## config.mk

```make
export PLATFORM = sky130hd
export DESIGN_NAME = sdram_port_arbiter_flat
export DESIGN_NICKNAME = d
export VERILOG_FILES = /design/src/rtl/sdram_port_arbiter_if.sv /design/src/rtl/sdram_port_arbiter.sv /design/src/flat_wrapper.sv
export SDC_FILE = /design/constraint.sdc
export NUM_CORES = 1
export LEC_CHECK = 0
export BUFFER_PORTS_ARGS = -buffer_cell sky130_fd_sc_hd__clkbuf_2
export CAP_MARGIN = 20
export CORE_AREA = 2 2 101 103
export CTS_BUF_LIST = sky130_fd_sc_hd__clkbuf_8
export DETAILED_ROUTE_END_ITERATION = 7
export DIE_AREA = 0 0 103 105
export HOLD_SLACK_MARGIN = 0.05
export RECOVER_POWER = 50
export SETUP_SLACK_MARGIN = 0.5
export SLEW_MARGIN = 30
export SYNTH_ARGS = -nofsm -noshare
export SYNTH_HDL_FRONTEND = slang
export SYNTH_SLANG_ARGS = --single-unit
```

## constraint.sdc

```tcl
create_clock -name sdram_clk -period 3.5 [get_ports sdram_clk]
set_clock_uncertainty 0.1 [all_clocks]
set_input_delay 0 -clock sdram_clk [delete_from_list [all_inputs] [get_ports sdram_clk]]
set_output_delay 0 -clock sdram_clk [all_outputs]
set_load 0.05 [all_outputs]
```

## src/rtl/sdram_port_arbiter_if.sv

```systemverilog
// sdram_port_arbiter_if
// Requester-side bundle between the per-master Wishbone bridges and the
// SDRAM port arbiter. All vectors are packed per port: port k owns
// acc_i[k], we_i[k], adr_i[32k+31:32k], dat_i[16k+15:16k] and sel_i[2k+1:2k].
//   acc_i, we_i, adr_i, dat_i, sel_i : requester -> arbiter
//   ack_o                            : per-port ack (write accepted / read word valid)
//   dat_o, adr_o                     : read data and word address, broadcast
//   grant_o                          : one-hot current owner
// Modports: master (requester side / bench), slave (arbiter side).
interface sdram_port_arbiter_if #(
    parameter int NUM_PORTS = 2
);
    logic [NUM_PORTS-1:0]    acc_i;
    logic [NUM_PORTS-1:0]    we_i;
    logic [32*NUM_PORTS-1:0] adr_i;
    logic [16*NUM_PORTS-1:0] dat_i;
    logic [2*NUM_PORTS-1:0]  sel_i;
    logic [NUM_PORTS-1:0]    ack_o;
    logic [15:0]             dat_o;
    logic [31:0]             adr_o;
    logic [NUM_PORTS-1:0]    grant_o;

    modport master (
        output acc_i, we_i, adr_i, dat_i, sel_i,
        input  ack_o, dat_o, adr_o, grant_o
    );

    modport slave (
        input  acc_i, we_i, adr_i, dat_i, sel_i,
        output ack_o, dat_o, adr_o, grant_o
    );
endinterface

```

## src/rtl/sdram_port_arbiter.sv

```systemverilog
// sdram_port_arbiter
// Shares the single access port of the SDRAM controller between NUM_PORTS
// requesters in the sdram_clk domain. Ownership is granted round-robin, kept
// across back-to-back accesses and read bursts, and handed over only once the
// controller is idle. An owner that has consumed MAX_HOLD acks while another
// port waits is forced to release.
// Ports:
//   sdram_clk, sdram_rst : clock, synchronous active-high reset
//   bus (slave)          : per-port requests, acks, grant, broadcast read data
//   ctrl_idle_i          : controller in idle / refresh / precharge-all
//   ctrl_acc_o, ctrl_we_o, ctrl_adr_o, ctrl_dat_o, ctrl_sel_o : to controller
//   ctrl_ack_i, ctrl_adr_i, ctrl_dat_i                        : from controller
// Build option: define SDRAM_ARB_FIXED_PRIO_EN for lowest-index-wins
// arbitration (rr_ptr held at 0); forced release still applies.
module sdram_port_arbiter #(
    parameter int NUM_PORTS = 2,
    parameter int MAX_HOLD  = 16
) (
    input  logic                sdram_clk,
    input  logic                sdram_rst,
    sdram_port_arbiter_if.slave bus,
    input  logic                ctrl_idle_i,
    output logic                ctrl_acc_o,
    output logic                ctrl_we_o,
    output logic [31:0]         ctrl_adr_o,
    output logic [15:0]         ctrl_dat_o,
    output logic [1:0]          ctrl_sel_o,
    input  logic                ctrl_ack_i,
    input  logic [31:0]         ctrl_adr_i,
    input  logic [15:0]         ctrl_dat_i
);
    localparam int          PW = (NUM_PORTS > 2) ? 2 : 1;
    localparam int unsigned NP = NUM_PORTS;

    typedef enum logic [1:0] {
        ARB   = 2'd0,
        OWN   = 2'd1,
        DRAIN = 2'd2
    } state_t;

    state_t               state, state_nxt;
    logic [PW-1:0]        owner, owner_nxt;
    logic [PW-1:0]        rr_ptr, rr_ptr_nxt;
    logic [7:0]           hold_cnt, hold_cnt_nxt;

    logic [PW-1:0]        winner;
    logic                 win_valid;
    logic [NUM_PORTS-1:0] owner_oh;
    logic                 owner_req;
    logic                 others_req;
    logic [PW-1:0]        sel_port;
    int unsigned          idx;

    assign owner_oh   = {{(NUM_PORTS-1){1'b0}}, 1'b1} << owner;
    assign owner_req  = bus.acc_i[owner];
    assign others_req = |(bus.acc_i & ~owner_oh);

    // Winner search: first requester at or cyclically after rr_ptr
    // (rr_ptr is pinned to 0 in fixed-priority builds).
    always_comb begin
        winner    = '0;
        win_valid = 1'b0;
        idx       = 0;
        for (int unsigned i = 0; i < NP; i++) begin
`ifdef SDRAM_ARB_FIXED_PRIO_EN
            idx = i;
`else
            idx = (32'(rr_ptr) + i) % NP;
`endif
            if (!win_valid && bus.acc_i[idx]) begin
                winner    = PW'(idx);
                win_valid = 1'b1;
            end
        end
    end

    // State register
    always_ff @(posedge sdram_clk) begin
        if (sdram_rst) begin
            state    <= ARB;
            owner    <= '0;
            rr_ptr   <= '0;
            hold_cnt <= '0;
        end else begin
            state    <= state_nxt;
            owner    <= owner_nxt;
            rr_ptr   <= rr_ptr_nxt;
            hold_cnt <= hold_cnt_nxt;
        end
    end

    // Next-state logic
    always_comb begin
        state_nxt    = state;
        owner_nxt    = owner;
        rr_ptr_nxt   = rr_ptr;
        hold_cnt_nxt = hold_cnt;
        case (state)
            ARB: begin
                if (win_valid) begin
                    state_nxt    = OWN;
                    owner_nxt    = winner;
                    hold_cnt_nxt = '0;
                end
            end
            OWN: begin
                if (ctrl_ack_i && hold_cnt != 8'hFF)
                    hold_cnt_nxt = hold_cnt + 8'd1;
                // A drop and a forced release in the same cycle end up in
                // the same place, so one condition covers both.
                if (!owner_req || (hold_cnt >= 8'(MAX_HOLD) && others_req))
                    state_nxt = DRAIN;
            end
            DRAIN: begin
                // Wait out any accepted access (read-burst tail) before
                // letting the next owner in.
                if (ctrl_idle_i && !ctrl_ack_i) begin
                    state_nxt = ARB;
`ifdef SDRAM_ARB_FIXED_PRIO_EN
                    rr_ptr_nxt = '0;
`else
                    rr_ptr_nxt = (owner == PW'(NUM_PORTS - 1)) ? '0 : owner + 1'b1;
`endif
                end
            end
            default: state_nxt = ARB;
        endcase
    end

    // Outputs: the controller-side data mux follows port 0 while arbitrating
    // and is forced to zero during reset.
    always_comb begin
        sel_port    = (state == ARB) ? '0 : owner;
        ctrl_acc_o  = 1'b0;
        ctrl_we_o   = 1'b0;
        ctrl_adr_o  = '0;
        ctrl_dat_o  = '0;
        ctrl_sel_o  = '0;
        if (!sdram_rst) begin
            ctrl_acc_o = (state == OWN) && owner_req;
            ctrl_we_o  = bus.we_i[sel_port];
            ctrl_adr_o = bus.adr_i[32*sel_port +: 32];
            ctrl_dat_o = bus.dat_i[16*sel_port +: 16];
            ctrl_sel_o = bus.sel_i[2*sel_port +: 2];
        end
        bus.grant_o = (state != ARB) ? owner_oh : '0;
        bus.ack_o   = (state != ARB && ctrl_ack_i) ? owner_oh : '0;
        bus.dat_o   = ctrl_dat_i;
        bus.adr_o   = ctrl_adr_i;
    end
endmodule

```

## src/flat_wrapper.sv

```systemverilog
// flat-port wrapper written by rule: the top's interface ports become plain ports
module sdram_port_arbiter_flat 
#(
    parameter int NUM_PORTS = 2,
    parameter int MAX_HOLD  = 16
)
  (sdram_clk, sdram_rst, ctrl_idle_i, ctrl_acc_o, ctrl_we_o, ctrl_adr_o, ctrl_dat_o, ctrl_sel_o, ctrl_ack_i, ctrl_adr_i, ctrl_dat_i, bus_acc_i, bus_we_i, bus_adr_i, bus_dat_i, bus_sel_i, bus_ack_o, bus_dat_o, bus_adr_o, bus_grant_o);
  sdram_port_arbiter_if #(.NUM_PORTS(NUM_PORTS)) bus_i ();
  input  logic sdram_clk;
  input  logic sdram_rst;
  input  logic ctrl_idle_i;
  output logic ctrl_acc_o;
  output logic ctrl_we_o;
  output logic [31:0] ctrl_adr_o;
  output logic [15:0] ctrl_dat_o;
  output logic [1:0] ctrl_sel_o;
  input  logic ctrl_ack_i;
  input  logic [31:0] ctrl_adr_i;
  input  logic [15:0] ctrl_dat_i;
  input wire logic [$bits(bus_i.acc_i)-1:0] bus_acc_i;
  input wire logic [$bits(bus_i.we_i)-1:0] bus_we_i;
  input wire logic [$bits(bus_i.adr_i)-1:0] bus_adr_i;
  input wire logic [$bits(bus_i.dat_i)-1:0] bus_dat_i;
  input wire logic [$bits(bus_i.sel_i)-1:0] bus_sel_i;
  output wire logic [$bits(bus_i.ack_o)-1:0] bus_ack_o;
  output wire logic [$bits(bus_i.dat_o)-1:0] bus_dat_o;
  output wire logic [$bits(bus_i.adr_o)-1:0] bus_adr_o;
  output wire logic [$bits(bus_i.grant_o)-1:0] bus_grant_o;
  assign bus_i.acc_i = bus_acc_i;
  assign bus_i.we_i = bus_we_i;
  assign bus_i.adr_i = bus_adr_i;
  assign bus_i.dat_i = bus_dat_i;
  assign bus_i.sel_i = bus_sel_i;
  assign bus_ack_o = bus_i.ack_o;
  assign bus_dat_o = bus_i.dat_o;
  assign bus_adr_o = bus_i.adr_o;
  assign bus_grant_o = bus_i.grant_o;
  sdram_port_arbiter #(.NUM_PORTS(NUM_PORTS), .MAX_HOLD(MAX_HOLD)) u_core (.sdram_clk(sdram_clk), .sdram_rst(sdram_rst), .bus(bus_i), .ctrl_idle_i(ctrl_idle_i), .ctrl_acc_o(ctrl_acc_o), .ctrl_we_o(ctrl_we_o), .ctrl_adr_o(ctrl_adr_o), .ctrl_dat_o(ctrl_dat_o), .ctrl_sel_o(ctrl_sel_o), .ctrl_ack_i(ctrl_ack_i), .ctrl_adr_i(ctrl_adr_i), .ctrl_dat_i(ctrl_dat_i));
endmodule
```

==> impl_metrics.env <==
export IMPL_antenna_found_initial=0
export IMPL_path_clk_slew_ns=0.06
export IMPL_status="finished, final reports clean"
export IMPL_gr_total_overflow=0
export IMPL_start_util=0.187
export IMPL_grt_pass1_wl_um=10800
export IMPL_syn_area_sq_um=1800
export IMPL_dp_hpwl_um=4920
export IMPL_hold_ws_ns=0.0705
export IMPL_place_ws_ns=1.50
export IMPL_start_kind="flop"
export IMPL_timing_final_crit_share=0.639
export IMPL_reg2reg_to="u_core.hold_cnt[5]"
export IMPL_cts_resized=0
export IMPL_end_kind="primary output"
export IMPL_yosys_most_used_dff="dfxtp_1"
export IMPL_dieArea_sq_um=10800
export IMPL_yosysTopAreaCell="nand2_1"
export IMPL_cp_max_fo=53
export IMPL_setup_tns_ns=0
export IMPL_cts_max_path_buffers=2
export IMPL_gp_congestion=0.849
export IMPL_hp_class="input pin to flop"
export IMPL_finalHoldViolations=0
export IMPL_yosys_top_cells_area="nand2_1 23%, buf_4 20%, a21oi_1 16%"
export IMPL_rsz0062_at_grt="no"
export IMPL_detail_route_antenna_nets=0
export IMPL_cts_tree="done"
export IMPL_fin_util=0.302
export IMPL_peakVddDrop_mv=0.146
export IMPL_power_mw=0.841
export IMPL_ys_top_cells_by_count="110 x nand2_1, 56 x a21oi_1, 49 x buf_4"
export IMPL_timing_slew_headroom=0.440
export IMPL_crit_arrival_ns=2.14
export IMPL_wl_per_cell_um=12.0
export IMPL_grt_pass1_vias=2364
export IMPL_cts_buffers=3
export IMPL_netlist_area_leader_share=0.229
export IMPL_fin_nets=618
export IMPL_synth_edf_count=0
export IMPL_min_to="u_core.hold_cnt[2]"
export IMPL_coreArea_sq_um=9640
export IMPL_fill_cells=1080
export IMPL_first_pass_iters=4
export IMPL_synth_most_common_cell="nand2_1"
export IMPL_hold_start="ctrl_ack_i"
export IMPL_die_h_um=105
export IMPL_drt_iter0_drc=134
export IMPL_hold_depth=3
export IMPL_syn_inst=309
export IMPL_routed_wl_um=7110
export IMPL_io_pins=260
export IMPL_tightest_slew_ns=0.839
export IMPL_ctsHoldBuffers=51
export IMPL_worst_slack_ns=1.26
export IMPL_syn_num_nets=467
export IMPL_power_density_nw_per_um2=289
export IMPL_vias=2651
export IMPL_vias_per_cell=4.48
export IMPL_r2r_start="u_core.hold_cnt[0]"
export IMPL_root_buffer="clkbuf_8"
export IMPL_insertedDiodeCount=0
export IMPL_setup_viol=0
export IMPL_fmax_mhz=447
export IMPL_cellLeakagePower_nw=1.47
export IMPL_cap_viol_max_count=0
export IMPL_crit_type="flop to primary output"
export IMPL_slew_violations=0
export IMPL_syn_to_final_growth_pct=61.5
export IMPL_multi_input_area_sq_um=1100
export IMPL_drive_above_1_share=0.379
export IMPL_synth_avg_cell_area_sq_um=5.84
export IMPL_async_reset_ff_frac=0
export IMPL_clock_tree_htree_level_count=1
export IMPL_min_period_ns=2.24
export IMPL_yosysSeqAreaShare=0.133
export IMPL_drc_errors=0
export IMPL_r2r_slack_ns=1.50
export IMPL_grt_max_degree=54
export IMPL_r2r_cells=5
export IMPL_die_w_um=103
export IMPL_synth_cell_types=37
export IMPL_post_cts_setup_buffer_count=0
export IMPL_std_cell_rows=36
export IMPL_clock_sinks=12
export IMPL_ys_ff_latch=12
export IMPL_grt_util_all_layers=0.118
export IMPL_clock_latency_ns=0.25
export IMPL_portBuffers=163
export IMPL_register_area_sq_um=240
export IMPL_cp_required_ns=3.40
export IMPL_synth_warnings=0
worst max path at each step:
stage / startpoint / end / slack, ns / depth (start not counted)
final: u_core.state[0] / ctrl_adr_o[2] / 1.26 / 5
after CTS: u_core.state[0] / ctrl_we_o / 1.20 / 5
after floorplan: u_core.state[0] / ctrl_acc_o / 1.36 / 4
after global routing: u_core.state[0] / ctrl_we_o / 1.05 / 5
after global placement: u_core.state[0] / ctrl_we_o / 1.53 / 5
after detailed placement: u_core.state[0] / ctrl_we_o / 1.50 / 5
cell families after synthesis:
| group | synth area share |
|---|---|
| AND/OR/NAND/NOR | 0.352 |
| AO/OA/AOI/OAI | 0.243 |
| flip-flops | 0.133 |
| adder cells (fa/ha/maj) | 0.0139 |
| buffers and inverters | 0.257 |
power breakdown:
group          switching, mW  leakage (nW)  internal (mW)
clock network         0.0584        0.0288         0.0996
logic                  0.385          1.34          0.148
registers            0.00904        0.0973          0.141
state kept, by name, summed over array words and instances (netlist names):
name             cells
u_core.owner         1
u_core.hold_cnt      8
u_core.rr_ptr        1
u_core.state         2
metrics by stage:
| step | cell area, sq um | cells |
|---|---|---|
| 5_1_grt | 2910 | 592 |
| 2_1_floorplan | 1800 | 309 |
| 4_1_cts | 2930 | 592 |
| 3_5_place_dp | 2360 | 537 |
| 3_3_place_gp | 2360 | 537 |
| 6_report | 2910 | 592 |
worst max-delay path: stages (launching register included):
cell      delay [ns]
dfxtp_1         0.53
o21ai_4         0.10
inv_2           0.60
nand2_1         0.15
a21oi_1         0.17
clkbuf_2        0.30
layout make-up:
type / instances / area share
Inverter: 4 / 0.00515
Multi-Input combinational cell: 223 / 0.377
Sequential cell: 12 / 0.0824
Timing Repair Buffer: 216 / 0.459
Tap cell: 133 / 0.0571
Clock buffer: 4 / 0.0189
metal layers:
layer	GRT usage	share of wire	vias up
li1	-	-	1281
met1	0.146	0.39	1186
met2	0.212	0.50	176
met3	0.0201	0.095	8
met4	0.0226	0.0077	0
met5	0	0	-
layout by cell type (no fill, tap or decap), types with 2 or more instances in the layout:
| cell type | count |
|---|---|
| o41ai_1 | 2 |
| nor3_1 | 3 |
| clkbuf_1 | 2 |
| nor2_1 | 6 |
| inv_1 | 3 |
| o211ai_1 | 2 |
| dfxtp_1 | 12 |
| nand3_1 | 7 |
| nand2_1 | 110 |
| clkbuf_2 | 161 |
| nand3b_1 | 2 |
| a32oi_1 | 2 |
| and2_1 | 2 |
| dlygate4sd3_1 | 51 |
| clkbuf_8 | 4 |
| a21oi_1 | 56 |
| nand2b_1 | 4 |
| ha_1 | 2 |
| nor2b_1 | 2 |
| buf_4 | 2 |
| a31oi_1 | 5 |
(Power assumes the default switching activity.)
